### src/rtl/mux8_serializer_pkg.sv
// Shared types and constants for the mux8_serializer block.
// Optional feature macro: MUX8_SERIALIZER_PARITY_EN (adds an even-parity bit per word).
package mux8_serializer_pkg;

  localparam int WORD_W = 8;
  localparam int SEL_W  = 3;

  // Select value of the final data bit of a word (LSB-first).
  localparam logic [SEL_W-1:0] LAST_IDX = 3'd7;

  // PARITY is only reachable when MUX8_SERIALIZER_PARITY_EN is defined.
  typedef enum logic [1:0] {
    IDLE   = 2'd0,
    SHIFT  = 2'd1,
    PARITY = 2'd2,
    GAP    = 2'd3
  } state_e;

endpackage

### src/rtl/mux_8to1.sv
// Plain 8-to-1 bit multiplexer used to pick the current serial bit.
module mux_8to1 (
  input  logic [7:0] data_i,
  input  logic [2:0] sel_i,
  output logic       y_o
);

  // Select one of eight data bits.
  always_comb begin
    y_o = data_i[sel_i];
  end

endmodule

### src/rtl/mux8_serializer.sv
// LSB-first word serialiser with valid/ready on both sides, built around mux_8to1.
// Optional feature macro: MUX8_SERIALIZER_PARITY_EN appends an even-parity bit
// after bit 7 and moves ser_last onto it.
module mux8_serializer
  import mux8_serializer_pkg::*;
#(
  parameter int GAP_CYCLES = 0
) (
  input  logic              clk,
  input  logic              rst,
  input  logic [WORD_W-1:0] in_data,
  input  logic              in_valid,
  output logic              in_ready,
  output logic              ser_bit,
  output logic              ser_valid,
  input  logic              ser_ready,
  output logic              ser_last,
  output logic              busy
);

  localparam bit        HAS_GAP  = (GAP_CYCLES > 0);
  // Terminal value of the gap counter; irrelevant when HAS_GAP is 0.
  localparam logic [3:0] GAP_LAST = HAS_GAP ? 4'(GAP_CYCLES - 1) : 4'd0;

  state_e             state_q, state_d;
  logic [WORD_W-1:0]  word_q, word_d;
  logic [SEL_W-1:0]   bitcnt_q, bitcnt_d;
  logic [3:0]         gapcnt_q, gapcnt_d;
`ifdef MUX8_SERIALIZER_PARITY_EN
  logic               par_q, par_d;
`endif

  logic               in_ready_raw;
  logic               load;
  logic               mux_y;

  // Holding register feeds the mux data inputs; bit counter drives the select.
  mux_8to1 u_mux (
    .data_i (word_q),
    .sel_i  (bitcnt_q),
    .y_o    (mux_y)
  );

`ifdef MUX8_SERIALIZER_PARITY_EN
  // Serial bit comes from the mux, or from the stored parity in the PARITY state.
  always_comb begin
    ser_bit = (state_q == PARITY) ? par_q : mux_y;
  end
`else
  // Serial bit is the mux output, driven purely from registered state.
  always_comb begin
    ser_bit = mux_y;
  end
`endif

  // Next-state, counters and handshake outputs.
  always_comb begin
    state_d      = state_q;
    word_d       = word_q;
    bitcnt_d     = bitcnt_q;
    gapcnt_d     = gapcnt_q;
`ifdef MUX8_SERIALIZER_PARITY_EN
    par_d        = par_q;
`endif
    in_ready_raw = 1'b0;
    ser_valid    = 1'b0;
    ser_last     = 1'b0;
    load         = 1'b0;

    case (state_q)
      IDLE: begin
        in_ready_raw = 1'b1;
      end

      SHIFT: begin
        ser_valid = 1'b1;
`ifdef MUX8_SERIALIZER_PARITY_EN
        if (ser_ready) begin
          if (bitcnt_q == LAST_IDX) state_d = PARITY;
          else                      bitcnt_d = bitcnt_q + 3'd1;
        end
`else
        ser_last = (bitcnt_q == LAST_IDX);
        if (bitcnt_q == LAST_IDX) begin
          // Final beat: with no gap a new word may be taken in the same cycle.
          in_ready_raw = !HAS_GAP && ser_ready;
          if (ser_ready) begin
            state_d  = HAS_GAP ? GAP : IDLE;
            gapcnt_d = 4'd0;
          end
        end else if (ser_ready) begin
          bitcnt_d = bitcnt_q + 3'd1;
        end
`endif
      end

`ifdef MUX8_SERIALIZER_PARITY_EN
      PARITY: begin
        ser_valid    = 1'b1;
        ser_last     = 1'b1;
        in_ready_raw = !HAS_GAP && ser_ready;
        if (ser_ready) begin
          state_d  = HAS_GAP ? GAP : IDLE;
          gapcnt_d = 4'd0;
        end
      end
`endif

      GAP: begin
        if (gapcnt_q == GAP_LAST) begin
          state_d  = IDLE;
          gapcnt_d = 4'd0;
        end else begin
          gapcnt_d = gapcnt_q + 4'd1;
        end
      end

      default: begin
        state_d = IDLE;
      end
    endcase

    // An accepted word always restarts shifting from bit 0, overriding the above.
    load = in_valid && in_ready_raw && !rst;
    if (load) begin
      state_d  = SHIFT;
      word_d   = in_data;
      bitcnt_d = '0;
`ifdef MUX8_SERIALIZER_PARITY_EN
      par_d    = ^in_data;
`endif
    end
  end

  // Handshake and status outputs, forced inactive while reset is held.
  always_comb begin
    in_ready = in_ready_raw && !rst;
    busy     = (state_q != IDLE);
  end

  // State and datapath registers with asynchronous reset.
  always_ff @(posedge clk or posedge rst) begin
    if (rst) begin
      state_q  <= IDLE;
      word_q   <= '0;
      bitcnt_q <= '0;
      gapcnt_q <= '0;
`ifdef MUX8_SERIALIZER_PARITY_EN
      par_q    <= 1'b0;
`endif
    end else begin
      state_q  <= state_d;
      word_q   <= word_d;
      bitcnt_q <= bitcnt_d;
      gapcnt_q <= gapcnt_d;
`ifdef MUX8_SERIALIZER_PARITY_EN
      par_q    <= par_d;
`endif
    end
  end

endmodule

### config.mk
export PLATFORM = sky130hd
export DESIGN_NAME = mux8_serializer
export DESIGN_NICKNAME = d
export VERILOG_FILES = /design/src/rtl/mux8_serializer_pkg.sv /design/src/rtl/mux_8to1.sv /design/src/rtl/mux8_serializer.sv
export SDC_FILE = /design/constraint.sdc
export NUM_CORES = 1
export LEC_CHECK = 0
export ABC_AREA = 1
export BUFFER_PORTS_ARGS = -buffer_cell sky130_fd_sc_hd__buf_4
export CAP_MARGIN = 20
export CORE_AREA = 2 2 39 41
export CTS_BUF_LIST = sky130_fd_sc_hd__clkbuf_8
export DETAILED_ROUTE_END_ITERATION = 10
export DIE_AREA = 0 0 41 43
export GPL_ROUTABILITY_DRIVEN = 0
export PLACE_DENSITY = 0.77
export REMOVE_ABC_BUFFERS = 1
export SLEW_MARGIN = 20
export SYNTH_ARGS = -nofsm -noshare
export SYNTH_HDL_FRONTEND = slang
export SYNTH_SLANG_ARGS = --single-unit
### constraint.sdc
create_clock -name clk -period 3.41 [get_ports clk]
set_input_delay 0.341 -clock clk [delete_from_list [all_inputs] [get_ports clk]]
set_output_delay 0.341 -clock clk [all_outputs]
set_load 0.03 [all_outputs]
# Word level (Yosys, flattened, before mapping)
# Cells that the tools add are included.
[op_classes]
add_sub_neg = 2
eq_ne = 10
n_reduce_logical = 13
n_mux = 19
order_cmp = 1
[op_table]
columns = ["op", "n"]
rows = [
  ["3-bit two-way mux", 4],
  ["4-bit two-way mux", 3],
  ["3-bit != test, second input constant", 3],
  ["2-bit two-way mux", 4],
  ["2-bit != test, second input constant", 4],
  ["4-bit case mux with 2 select lines", 1],
  ["2-bit nonzero test", 4],
  ["2-bit case mux with 3 select lines", 1],
  ["3-bit AND reduction", 2],
  ["4-bit by 1-bit adder with 4-bit output, second input constant", 1],
  ["4-bit zero test", 1],
  ["3-bit by 4-bit less-than comparator with 1-bit output, second input constant", 1],
  ["1-bit two-way mux", 4],
  ["4-bit AND reduction", 1],
  ["3-bit by 1-bit adder with 3-bit output, second input constant", 1],
  ["1-bit binary-select mux with 3-bit select", 1],
  ["3-bit == test, second input constant", 1],
  ["1-bit logical AND", 3],
  ["2-bit by 1-bit == test with 1-bit output, second input constant", 1],
  ["2-bit == test, second input constant", 1],
  ["2-bit zero test", 1],
  ["1-bit case mux with 2 select lines", 1],
  ["1-bit zero test", 1],
]
[totals]
elab_cells = 49
register_bits = 17
out_inout_bits = 5

# Logic depth before layout (Yosys ltp)
[logic_depth]
ltp_word = 7
mapped_depth = 8

# Modules after synthesis
# Synthesis repeated with hierarchy kept, for this count alone.
[hier_totals]
cells_unflattened = 98
hier_area_um2 = 698.2
[modules_own_cells]
columns = ["module", "cells_each", "area_per_inst_um2", "instances"]
rows = [
  ["mux8_serializer", 70, 588.1, 1],
  ["mux_8to1", 28, 110.1, 1],
]

# Worst setup path before layout
# Ideal clock, no wire load.
[synth_path]
path_type = "flip-flop to output port"
startpoint = "reg bitcnt_q[0]"
endpoint = "out in_ready"
n_path_buf = 0
setup_slack_ps = 1892
stages_incl_launch_ff = 5
arrival_ps = 1177
cell_sequence = "dfrtp_1 -> ha_1 -> ha_1 -> nand2_2 -> a21oi_4"
[synth_between]
elab_chain_cells = 4
[synth_rtl]
columns = ["item", "line", "rtl"]
rows = [
  ["start: declaration", "mux8_serializer.sv:27", "logic [SEL_W-1:0] bitcnt_q, bitcnt_d;"],
  ["start signal: assignment", "mux8_serializer.sv:154", "bitcnt_q <= bitcnt_d;"],
  ["3-bit == test", "mux8_serializer.sv:84", "if (bitcnt_q == LAST_IDX) begin"],
  ["1-bit two-way mux", "mux8_serializer.sv:84", ""],
  ["1-bit case mux with 2 select lines", "mux8_serializer.sv:70", "case (state_q)"],
  ["1-bit logical AND", "mux8_serializer.sv:137", "in_ready = in_ready_raw && !rst;"],
  ["end: declaration", "mux8_serializer.sv:13", "output logic in_ready,"],
]
# Every way passes these cells.

# Final worst setup path
# Ends and elaborated chain as after synthesis.

==> impl_metrics.py <==
metrics = {
    "timing": {
        "fin_crit_ps": 2010,
        "relSlewSlack": 0.661,
        "worst_slew_pin_slew_ps": 508,
        "finClkSkew_ps": 2.29,
        "final-hold-violation-count": 0,
        "slew_violations": 0,
        "fmax_mhz": 497,
        "finalSetupTns_ps": 0,
        "post-route-period-util": 0.590,
        "setup_violations": 0,
        "rsz0062_at_grt": "false",
    },
    "clocking": {
        "cts_buffer_depth": 2,
        "cts_tree": "yes",
        "cts_setup_buffers": 0,
        "root_buffer": "clkbuf_8",
        "numCtsBuffers": 3,
        "ctsResizeCount": 0,
        "clkLatencyLatePin_ps": 240,
        "path_clk_slew_ps": 60,
        "htree_levels": 1,
        "cts.sinks": 12,
        "hold_buffers": 0,
    },
    "logic_synthesis": {
        "syn_avg_cell_area_um2": 7.43,
        "yosysWarnings": 0,
        "yosys_register_bits": 12,
        "netlist_instances": 92,
        "syn_area_um2": 683,
        "yosysTopAreaCellShare": 0.440,
        "synth.distinct_cells": 15,
        "synth_area_leaders": "dfrtp_1 44%, nand2_1 20%, nand3_1 8.8%, inv_1 8.2%, ha_1 3.7%",
        "synth_largest_area_cell": "dfrtp_1",
        "ys_seq_area_frac": 0.440,
    },
    "place": {
        "port_buffers": 16,
        "postPlaceCellArea_um2": 800,
        "hpwl_um": 972,
    },
    "final_layout": {
        "final_nets": 124,
        "area_delta_synth_final_pct": 25.1,
        "fillerInstances": 134,
        "diodes": 0,
        "final_area_um2": 855,
        "layout-drive-gt1-share": 0.257,
    },
    "run": {
        "cap_violations": 0,
    },
    "die": {
        "num_rows": 14,
        "start_util": 0.494,
        "dieArea_mm2": 0.00176,
        "die_h_um": 43,
        "io_pins": 17,
        "coreArea_mm2": 0.00138,
        "dieWidth_um": 41,
    },
    "global_route": {
        "grt_max_degree": 14,
        "grt_overflow": 0,
        "antenna_found_initial": 0,
        "grt_use_total": 0.187,
        "grt_pass1_wl_mm": 2.28,
        "grt_pass1_vias": 556,
    },
    "route": {
        "viasPerCell": 4.84,
        "routed_wl_mm": 1.32,
        "drt_iter0_markers": 10,
        "vias": 605,
        "wl_per_cell_um": 10.5,
        "postRouteAntennaNets": 0,
        "drc": 0,
        "dr.pass1.iters": 4,
    },
    "min_path": {
        "hold_path.class": "input port to asynchronous set/reset pin",
    },
    "worst_setup_path": {
        "end_kind": "primary output",
        "crit_fanout": 9,
        "cp.arrival_ps": 1670,
        "critical_path_class": "flop to primary output",
        "required_ps": 3070,
        "start_kind": "flop",
    },
    "power": {
        "p_leak_uw": 0.000500,
        "ir_drop_uv": 506,
        "p_per_area_mw_per_mm2": 924,
    },
    "outcome": {
        "status": "complete, no violations",
    },
}
## worst paths after layout
check                      slack, ps     endpoint   startpoint  cells past startpoint
setup / recovery                1400     in_ready  bitcnt_q[0]                      5
hold / removal                   150    word_q[6]          rst                      2
setup reg to reg                1820  bitcnt_q[0]  bitcnt_q[0]                      6
hold reg to reg                  480    word_q[0]    word_q[0]                      2
max in group asynchronous       2920    word_q[1]          rst                      2
min in group clk                 320    word_q[3]   in_data[3]                      3
## sequential cells by signal, indices dropped and copies added, names as in the netlist
register  flops
bitcnt_q      3
state_q       1
word_q        8
## critical path: stages, from the launching register on
cell	delay (ps)
dfrtp_1	460
ha_1	200
ha_1	200
nand2_2	100
a21oi_4	250
buf_4	210
## power by group
part | switching [uW] | leakage [uW] | internal (uW)
Clock | 54.5 | 0.0000288 | 102
Sequential | 59.1 | 0.000147 | 212
Combinational | 218 | 0.000325 | 144
Total | 332 | 0.000500 | 458
## placed cells by master (no fill, tap or decap)
cell type and n:
a21oi_4 1, nand4_1 1, inv_1 15, dfrtp_1 12
nand2_1 36, o21ai_1 2, nand3_1 12, nand3_2 2
and3_1 1, nand2_2 2, ha_1 2, clkbuf_8 4
buf_4 16, inv_2 3
## cell usage after synthesis
cell type	instances
buf_6	1
buf_4	1
buf_2	1
nand3_1	12
inv_1	15
nand2_1	36
nand3_2	2
nand4_1	1
dfrtp_1	12
a21oi_4	1
nand2_2	2
inv_2	3
and3_1	1
o21ai_1	2
ha_1	2
## metal layers
metal  track usage  share of wire  vias to the layer above
met4        0.0600          0.011                        0
li1              -              -                      315
met1         0.264           0.45                      272
met5             0              0                        -
met3        0.0314          0.040                        2
met2         0.284           0.50                       16
## through the flow
stage	util	power (uW)	setup slack (ps)	hold WS (ps)	cells
after global routing	0.618	864	1290	198	125
after floorplan	-	526	1890	222	89
after global placement	0.578	620	1730	418	121
after detailed placement	0.578	632	1680	423	121
after CTS	0.618	794	1380	167	125
final	0.618	790	1400	152	125
## area by class of cell
type,count,area (um2),area share
Clock buffer,4,55.1,0.0644
Timing Repair Buffer,16,120,0.141
Multi-Input combinational cell,59,292,0.341
Sequential cell,12,300,0.351
Tap cell,16,20.0,0.0234
Inverter,18,67.6,0.0791
## cells by family (layout without fill, tap and decap cells)
group / Yosys count / after routing / share of synthesized area
simple gates: 54 / 54 / 0.352
buf+inv: 21 / 38 / 0.134
compound gates: 3 / 3 / 0.0385
fa+ha+maj: 2 / 2 / 0.0366
flops: 12 / 12 / 0.440
(Power assumes the default switching activity.)
